--- src/rtl/axi_lite_pkg.sv ---
// axi_lite_pkg: shared response codes, FSM encodings and address-decode helper for the AXI-Lite interconnect
package axi_lite_pkg;
  localparam logic [1:0] RESP_OKAY   = 2'b00;
  localparam logic [1:0] RESP_SLVERR = 2'b10;
  localparam logic [1:0] RESP_DECERR = 2'b11;
  typedef enum logic [1:0] {WR_IDLE, WR_DATA, WR_RESP} wr_state_e;
  typedef enum logic {RD_IDLE, RD_RESP} rd_state_e;
  function automatic logic addr_hit(input logic [63:0] addr, input logic [63:0] base, input logic [63:0] mask);
    return (addr & mask) == (base & mask);
  endfunction
endpackage

--- src/rtl/axi_lite_addr_dec.sv ---
// axi_lite_addr_dec: base/mask decode to a one-hot select, lowest index wins on overlap
module axi_lite_addr_dec import axi_lite_pkg::*; #(
  parameter int NUM_SLAVES = 4,
  parameter int ADDR_W = 32,
  parameter logic [NUM_SLAVES*ADDR_W-1:0] SLV_BASE = '0,
  parameter logic [NUM_SLAVES*ADDR_W-1:0] SLV_MASK = '0
) (
  input  logic [ADDR_W-1:0]     addr,
  output logic [NUM_SLAVES-1:0] sel,
  output logic                  miss
);
  logic [NUM_SLAVES-1:0] hit;
  always_comb begin
    hit = '0;
    for (int i = 0; i < NUM_SLAVES; i++)
      hit[i] = addr_hit(64'(addr), 64'(SLV_BASE[i*ADDR_W +: ADDR_W]), 64'(SLV_MASK[i*ADDR_W +: ADDR_W]));
  end
  // isolate the lowest set bit
  assign sel  = hit & (~hit + 1'b1);
  assign miss = ~|hit;
endmodule

--- src/rtl/axi_lite_ic_1xn.sv ---
// axi_lite_ic_1xn: AXI4-Lite 1-to-N interconnect with DECERR responder and decode-error counter
module axi_lite_ic_1xn import axi_lite_pkg::*; #(
  parameter int NUM_SLAVES = 4,
  parameter int ADDR_W = 32,
  parameter int DATA_W = 32,
  parameter logic [NUM_SLAVES*ADDR_W-1:0] SLV_BASE = {32'h3000_0000, 32'h2000_0000, 32'h1000_0000, 32'h0000_0000},
  parameter logic [NUM_SLAVES*ADDR_W-1:0] SLV_MASK = {4{32'hF000_0000}},
  parameter logic [31:0] DECERR_DATA = 32'hDEAD_BEEF,
  parameter int ERRCNT_W = 16
) (
  input  logic                         clk,
  input  logic                         rst,
  input  logic                         m_awvalid,
  output logic                         m_awready,
  input  logic [ADDR_W-1:0]            m_awaddr,
  input  logic [2:0]                   m_awprot,
  input  logic                         m_wvalid,
  output logic                         m_wready,
  input  logic [DATA_W-1:0]            m_wdata,
  input  logic [DATA_W/8-1:0]          m_wstrb,
  output logic                         m_bvalid,
  input  logic                         m_bready,
  output logic [1:0]                   m_bresp,
  input  logic                         m_arvalid,
  output logic                         m_arready,
  input  logic [ADDR_W-1:0]            m_araddr,
  input  logic [2:0]                   m_arprot,
  output logic                         m_rvalid,
  input  logic                         m_rready,
  output logic [DATA_W-1:0]            m_rdata,
  output logic [1:0]                   m_rresp,
  output logic [NUM_SLAVES-1:0]        s_awvalid,
  input  logic [NUM_SLAVES-1:0]        s_awready,
  output logic [ADDR_W-1:0]            s_awaddr,
  output logic [2:0]                   s_awprot,
  output logic [NUM_SLAVES-1:0]        s_wvalid,
  input  logic [NUM_SLAVES-1:0]        s_wready,
  output logic [DATA_W-1:0]            s_wdata,
  output logic [DATA_W/8-1:0]          s_wstrb,
  input  logic [NUM_SLAVES-1:0]        s_bvalid,
  output logic [NUM_SLAVES-1:0]        s_bready,
  input  logic [2*NUM_SLAVES-1:0]      s_bresp,
  output logic [NUM_SLAVES-1:0]        s_arvalid,
  input  logic [NUM_SLAVES-1:0]        s_arready,
  output logic [ADDR_W-1:0]            s_araddr,
  output logic [2:0]                   s_arprot,
  input  logic [NUM_SLAVES-1:0]        s_rvalid,
  output logic [NUM_SLAVES-1:0]        s_rready,
  input  logic [DATA_W*NUM_SLAVES-1:0] s_rdata,
  input  logic [2*NUM_SLAVES-1:0]      s_rresp,
  output logic                         wr_decerr,
  output logic                         rd_decerr,
  output logic [ERRCNT_W-1:0]          decerr_cnt,
  input  logic                         decerr_clr
);
  localparam int CW = ERRCNT_W + 1;
  wr_state_e wr_state_q, wr_state_d;
  rd_state_e rd_state_q, rd_state_d;
  logic [NUM_SLAVES-1:0] wsel_q, wsel_d, rsel_q, rsel_d, aw_sel, ar_sel;
  logic wmiss_q, wmiss_d, rmiss_q, rmiss_d, aw_miss, ar_miss;
  logic [ERRCNT_W-1:0] cnt_q, cnt_d;
  logic [CW-1:0] cnt_sum;
  logic wr_idle, wr_data, wr_resp, rd_idle, rd_resp;
  logic aw_hs, w_hs, b_hs, ar_hs, r_hs;
  logic [1:0] bresp_mux, rresp_mux;
  logic [DATA_W-1:0] rdata_mux;

  axi_lite_addr_dec #(.NUM_SLAVES(NUM_SLAVES), .ADDR_W(ADDR_W), .SLV_BASE(SLV_BASE), .SLV_MASK(SLV_MASK))
    u_aw_dec (.addr(m_awaddr), .sel(aw_sel), .miss(aw_miss));
  axi_lite_addr_dec #(.NUM_SLAVES(NUM_SLAVES), .ADDR_W(ADDR_W), .SLV_BASE(SLV_BASE), .SLV_MASK(SLV_MASK))
    u_ar_dec (.addr(m_araddr), .sel(ar_sel), .miss(ar_miss));

  assign s_awaddr = m_awaddr;
  assign s_awprot = m_awprot;
  assign s_wdata  = m_wdata;
  assign s_wstrb  = m_wstrb;
  assign s_araddr = m_araddr;
  assign s_arprot = m_arprot;

  // master-facing handshakes are held low while reset is asserted
  assign wr_idle = !rst && wr_state_q == WR_IDLE;
  assign wr_data = !rst && wr_state_q == WR_DATA;
  assign wr_resp = !rst && wr_state_q == WR_RESP;
  assign rd_idle = !rst && rd_state_q == RD_IDLE;
  assign rd_resp = !rst && rd_state_q == RD_RESP;

  always_comb begin
    bresp_mux = '0;
    rresp_mux = '0;
    rdata_mux = '0;
    for (int i = 0; i < NUM_SLAVES; i++) begin
      bresp_mux |= wsel_q[i] ? s_bresp[2*i +: 2] : 2'b00;
      rresp_mux |= rsel_q[i] ? s_rresp[2*i +: 2] : 2'b00;
      rdata_mux |= rsel_q[i] ? s_rdata[DATA_W*i +: DATA_W] : '0;
    end
  end

  always_comb begin
    m_awready = wr_idle && (aw_miss || |(aw_sel & s_awready));
    s_awvalid = (wr_idle && m_awvalid) ? aw_sel : '0;
    m_wready  = wr_data && (wmiss_q || |(wsel_q & s_wready));
    s_wvalid  = (wr_data && m_wvalid) ? wsel_q : '0;
    m_bvalid  = wr_resp && (wmiss_q || |(wsel_q & s_bvalid));
    m_bresp   = !wr_resp ? 2'b00 : wmiss_q ? RESP_DECERR : bresp_mux;
    s_bready  = (wr_resp && m_bready) ? wsel_q : '0;
    wr_decerr = m_awvalid && m_awready && aw_miss;
  end

  always_comb begin
    m_arready = rd_idle && (ar_miss || |(ar_sel & s_arready));
    s_arvalid = (rd_idle && m_arvalid) ? ar_sel : '0;
    m_rvalid  = rd_resp && (rmiss_q || |(rsel_q & s_rvalid));
    m_rdata   = !rd_resp ? '0 : rmiss_q ? DATA_W'(DECERR_DATA) : rdata_mux;
    m_rresp   = !rd_resp ? 2'b00 : rmiss_q ? RESP_DECERR : rresp_mux;
    s_rready  = (rd_resp && m_rready) ? rsel_q : '0;
    rd_decerr = m_arvalid && m_arready && ar_miss;
  end

  assign aw_hs = m_awvalid && m_awready;
  assign w_hs  = m_wvalid && m_wready;
  assign b_hs  = m_bvalid && m_bready;
  assign ar_hs = m_arvalid && m_arready;
  assign r_hs  = m_rvalid && m_rready;

  always_comb begin
    wr_state_d = wr_state_q;
    wsel_d     = wsel_q;
    wmiss_d    = wmiss_q;
    if (aw_hs) begin
      wr_state_d = WR_DATA;
      wsel_d     = aw_sel;
      wmiss_d    = aw_miss;
    end else if (w_hs) wr_state_d = WR_RESP;
    else if (b_hs) wr_state_d = WR_IDLE;
  end

  always_comb begin
    rd_state_d = rd_state_q;
    rsel_d     = rsel_q;
    rmiss_d    = rmiss_q;
    if (ar_hs) begin
      rd_state_d = RD_RESP;
      rsel_d     = ar_sel;
      rmiss_d    = ar_miss;
    end else if (r_hs) rd_state_d = RD_IDLE;
  end

  // saturating add; clear wins over a same-cycle increment
  always_comb begin
    cnt_sum = {1'b0, cnt_q} + CW'(wr_decerr) + CW'(rd_decerr);
    cnt_d   = decerr_clr ? '0 : cnt_sum[ERRCNT_W] ? '1 : cnt_sum[ERRCNT_W-1:0];
  end

  assign decerr_cnt = cnt_q;

  always_ff @(posedge clk) begin
    if (rst) begin
      wr_state_q <= WR_IDLE;
      rd_state_q <= RD_IDLE;
      wsel_q     <= '0;
      rsel_q     <= '0;
      wmiss_q    <= 1'b0;
      rmiss_q    <= 1'b0;
      cnt_q      <= '0;
    end else begin
      wr_state_q <= wr_state_d;
      rd_state_q <= rd_state_d;
      wsel_q     <= wsel_d;
      rsel_q     <= rsel_d;
      wmiss_q    <= wmiss_d;
      rmiss_q    <= rmiss_d;
      cnt_q      <= cnt_d;
    end
  end
endmodule

--- config.mk ---
export PLATFORM = sky130hd
export DESIGN_NAME = axi_lite_ic_1xn
export DESIGN_NICKNAME = d
export VERILOG_FILES = /design/src/rtl/axi_lite_pkg.sv /design/src/rtl/axi_lite_addr_dec.sv /design/src/rtl/axi_lite_ic_1xn.sv
export SDC_FILE = /design/constraint.sdc
export NUM_CORES = 1
export LEC_CHECK = 0
export ABC_AREA = 0
export BUFFER_PORTS_ARGS = -buffer_cell sky130_fd_sc_hd__buf_2
export CORE_AREA = 2 2 181 183
export CTS_BUF_LIST = sky130_fd_sc_hd__clkbuf_16
export CTS_CLUSTER_SIZE = 30
export DETAILED_ROUTE_END_ITERATION = 12
export DIE_AREA = 0 0 183 185
export MAX_ROUTING_LAYER = met4
export PLACE_DENSITY = 0.33
export SKIP_LAST_GASP = 1
export SYNTH_ARGS = -nofsm -noshare
export SYNTH_HDL_FRONTEND = slang
export SYNTH_SLANG_ARGS = --single-unit
--- constraint.sdc ---
create_clock -name clk -period 2.5 [get_ports clk]
set_input_delay 0.25 -clock clk [delete_from_list [all_inputs] [get_ports clk]]
set_output_delay 0.25 -clock clk [all_outputs]
set_load 0.02 [all_outputs]
==> insert_results.sql <==
INSERT INTO impl_metrics (metric_group, metric, value, unit) VALUES
('timing', 'fin_crit', '2.25', 'ns'),
('synth', 'mappedNetlistArea', '3240', 'µm²'),
('layout', 'area_growth', '39.3', '%'),
('worst_hold_path', 'min-delay-path-class', 'in -> reg', ''),
('power_and_ir_drop', 'power_frac_clock', '43.4', '%'),
('synth', 'yosys_warnings', '0', ''),
('cts', 'tritoncts.num_buffers', '5', ''),
('timing', 'finalSetupViolCount', '0', ''),
('timing', 'fin_tns_setup', '0', 'ns'),
('grt', 'first_global_vias', '3709', ''),
('routing', 'wl_cell', '18.8', 'µm'),
('routing', 'totalWireLength', '18600', 'µm'),
('setup_path', 'crit_chain', 'or3b_1, nor2_4, inv_1, fa_1, inv_1, ha_1, and3_1, buf_4, a31oi_1, a211oi_1', ''),
('timing', 'worst_clock_skew', '0.00645', 'ns'),
('layout', 'mostFrequentLayoutCells', '266 x sky130_fd_sc_hd__buf_2, 81 x sky130_fd_sc_hd__a21oi_1, 31 x sky130_fd_sc_hd__a222oi_1', ''),
('layout', 'finish.utilization', '14.1', '%'),
('timing', 'worst_slack', '0.254', 'ns'),
('placed_design', 'finalWeightedCongestion', '0.745', ''),
('synth', 'net_count_of_the_mapped_netlist', '699', ''),
('timing', 'final.hold.worst_slack', '0.309', 'ns'),
('placed_design', 'place.detailed.hpwl', '15600', 'µm'),
('synth', 'syn-instance-count', '419', ''),
('layout', 'seq_area', '586', 'µm²'),
('grt', 'globalRouteTotalUtil', '10.2', '%'),
('grt', 'grt_overflow', '0', ''),
('timing', 'hold_viol', '0', ''),
('timing', 'slew_at_the_pin_with_the_worst_max_slew_slack', '0.646', 'ns'),
('cts', 'post-cts-setup-buffer-count', '0', ''),
('placed_design', 'post-place-ws', '0.114', 'ns'),
('grt', 'global_route_wire_length_before_repair', '25100', 'µm'),
('layout', 'antenna-diode-count', '0', ''),
('layout', 'final_common_cell', 'sky130_fd_sc_hd__buf_2', ''),
('routing', 'vias_per_std_cell', '3.86', ''),
('power_and_ir_drop', 'powerDensity', '347', 'nW/µm²'),
('cts', 'cts_root_buf', 'sky130_fd_sc_hd__clkbuf_16', ''),
('timing', 'max_freq', '445', 'MHz'),
('setup_path', 'timing.setup.critical_path_class', 'reg -> reg', ''),
('cts', 'worst_setup_hold_path_clk_slew', '0.05', 'ns'),
('setup_path', 'startpoint_kind_of_the_worst_setup_timing_path', 'flop', ''),
('die', 'floorplan.core_area', '32000', 'µm²'),
('setup_path', 'worst_path_most_repeated_cell', 'sky130_fd_sc_hd__inv_1', ''),
('routing', 'dr_total_vias', '3816', ''),
('setup_path', 'crit_path_max_incr_delay', '0.42', 'ns'),
('power_and_ir_drop', 'p_int', '1.13', 'mW'),
('power_and_ir_drop', 'power.net_switching', '439', 'µW'),
('run_status', 'status', 'completed', ''),
('die', 'placementRows', '66', ''),
('die', 'floorplan.die.width', '183', 'µm'),
('cts', 'htreeDepth', '2', ''),
('timing', 'layout_worst_path_cycle_share', '89.8', '%'),
('layout', 'multiInputGateArea', '1730', 'µm²'),
('routing', 'detail_route.first_pass.iterations', '5', ''),
('power_and_ir_drop', 'vdd_ir_drop_max', '0.207', 'mV'),
('routing', 'post-route-drc-count', '0', ''),
('layout', 'final_net_count', '859', ''),
('timing', 'report.final.slew_viol_count', '0', ''),
('die', 'initial_core_util', '10.1', '%'),
('power_and_ir_drop', 'power.static_leakage', '2.06', 'nW'),
('synth', 'yosys_register_bits', '29', ''),
('power_and_ir_drop', 'comb_power_share', '25.3', '%'),
('setup_path', 'crit_path_end_kind', 'flop', ''),
('die', 'area_enclosed_by_the_die_boundary', '33900', 'µm²'),
('grt', 'grt_max_degree', '34', ''),
('routing', 'final_antenna_net_count', '0', ''),
('cts', 'max-clock-path-buffers', '2', ''),
('routing', 'dr.first_iter.drc_count', '296', ''),
('setup_path', 'required', '2.69', 'ns'),
('setup_path', 'crit_slowest_cell', 'sky130_fd_sc_hd__or3b_1', ''),
('synth', 'average_cell_area_after_synthesis', '7.73', 'µm²'),
('cts', 'clock_tree_from_tritoncts', 'yes', ''),
('cts', 'clock_insertion_delay_worst_skew', '0.28', 'ns');
## critical path: cells and delay by family, from the launching register on
kind            cells  cell delay, ns
fa+ha+maj           2            0.58
compound gates      2            0.28
simple gates        3            0.72
buf+inv             3            0.28
flops               1            0.30
## path summary, 6_finish.rpt
check	from	slack, ns	cells past startpoint	endpoint
max	rd_state_q$_SDFFE_PP0P_	0.25	10	decerr_cnt[12]$_SDFF_PP0_
min	m_araddr[28]	0.31	3	rsel_q[1]$_SDFFE_PP0N_
max reg2reg	rd_state_q$_SDFFE_PP0P_	0.25	10	decerr_cnt[12]$_SDFF_PP0_
min reg2reg	rmiss_q$_SDFFE_PP0N_	0.53	2	rmiss_q$_SDFFE_PP0N_
## power by group through the flow
stage | sequential [mW] | combinational, mW | clock [mW]
floorplan | 0.491 | 0.399 | 0
CTS | 0.490 | 0.403 | 0.700
global route | 0.491 | 0.438 | 0.722
finish | 0.490 | 0.395 | 0.679
detailed placement | 0.500 | 0.401 | 0
global placement | 0.500 | 0.403 | 0
## sequential cells by signal (all words and copies together), names as in the netlist
name	count
decerr_cnt	16
rd_state_q	1
rmiss_q	1
rsel_q	4
wmiss_q	1
wr_state_q	2
wsel_q	4
## cells in the mapped netlist (all sizes together)
| cell type | instances | area (µm²) |
|---|---|---|
| nor3b | 4 | 40.0 |
| a21oi | 82 | 422 |
| mux4 | 1 | 22.5 |
| mux2 | 1 | 11.3 |
| a22o | 4 | 35.0 |
| dfxtp | 29 | 581 |
| or4bb | 1 | 11.3 |
| a31oi | 3 | 18.8 |
| mux2i | 4 | 40.0 |
| ha | 1 | 12.5 |
| nand3b | 2 | 15.0 |
| and3 | 13 | 82.6 |
| xnor2 | 2 | 17.5 |
| a22oi | 17 | 128 |
| a211oi | 3 | 22.5 |
| fa | 1 | 20.0 |
| a21boi | 2 | 15.0 |
| a31o | 1 | 8.76 |
| nor4b | 2 | 32.5 |
| clkbuf | 22 | 83.8 |
| xor2 | 8 | 70.1 |
| a32oi | 1 | 8.76 |
| nor2b | 2 | 12.5 |
| and3b | 1 | 10.0 |
| or3b | 2 | 17.5 |
| nand3 | 4 | 20.0 |
| nor2 | 14 | 52.6 |
| a311oi | 2 | 17.5 |
| or2 | 1 | 6.26 |
| nand2 | 9 | 33.8 |
| inv | 4 | 15.0 |
| nand2b | 9 | 63.8 |
| nand4 | 3 | 18.8 |
| and2 | 5 | 31.3 |
| a21o | 2 | 15.0 |
| nor3 | 4 | 20.0 |
| and4 | 5 | 45.0 |
| buf | 114 | 836 |
| a222oi | 31 | 310 |
| o21ai | 3 | 15.0 |
## logic make-up after synthesis
group           after synthesis  share of synthesized area (%)
fa+ha+maj                     2                           1.00
compound gates              151                           31.4
mux                           6                           2.28
xor+xnor                     10                           2.70
flops                        29                           17.9
buf+inv                     140                           28.9
simple gates                 81                           15.8
## per-layer routing
layer | vias to the layer above | global-route usage, % | routed length, µm
li1 | 1788 | - | -
met1 | 1768 | 12.0 | 7490
met2 | 206 | 16.8 | 8800
met3 | 54 | 3.09 | 1770
met4 | 0 | 3.20 | 539
met5 | - | - | 0
## final cells by class
type / count / share of cell area [%]
clock buffer: 5 / 2.77
clock inverter: 3 / 0.915
inverter: 4 / 0.333
multi-input combinational: 250 / 38.4
sequential: 29 / 13.0
tap: 408 / 11.3
timing repair buffer: 289 / 33.3
## per-stage QoR
stage          instances  power [mW]  instance area, µm²
3_5_place_dp         980       0.901                4350
3_3_place_gp         980       0.903                4350
6_report             988        1.56                4510
2_1_floorplan        419       0.890                3250
4_1_cts              988        1.59                4510
5_1_grt              988        1.65                4510
## timing repair
| action | 4_1_cts | 5_1_grt |
|---|---|---|
| gates resized for setup | 0 | 1 |
| endpoints found under the setup margin | 0 | 1 |
| hold buffers | 0 | 0 |
| endpoints found under the hold margin | 0 | 0 |
Power figures use the tool's default switching activity.
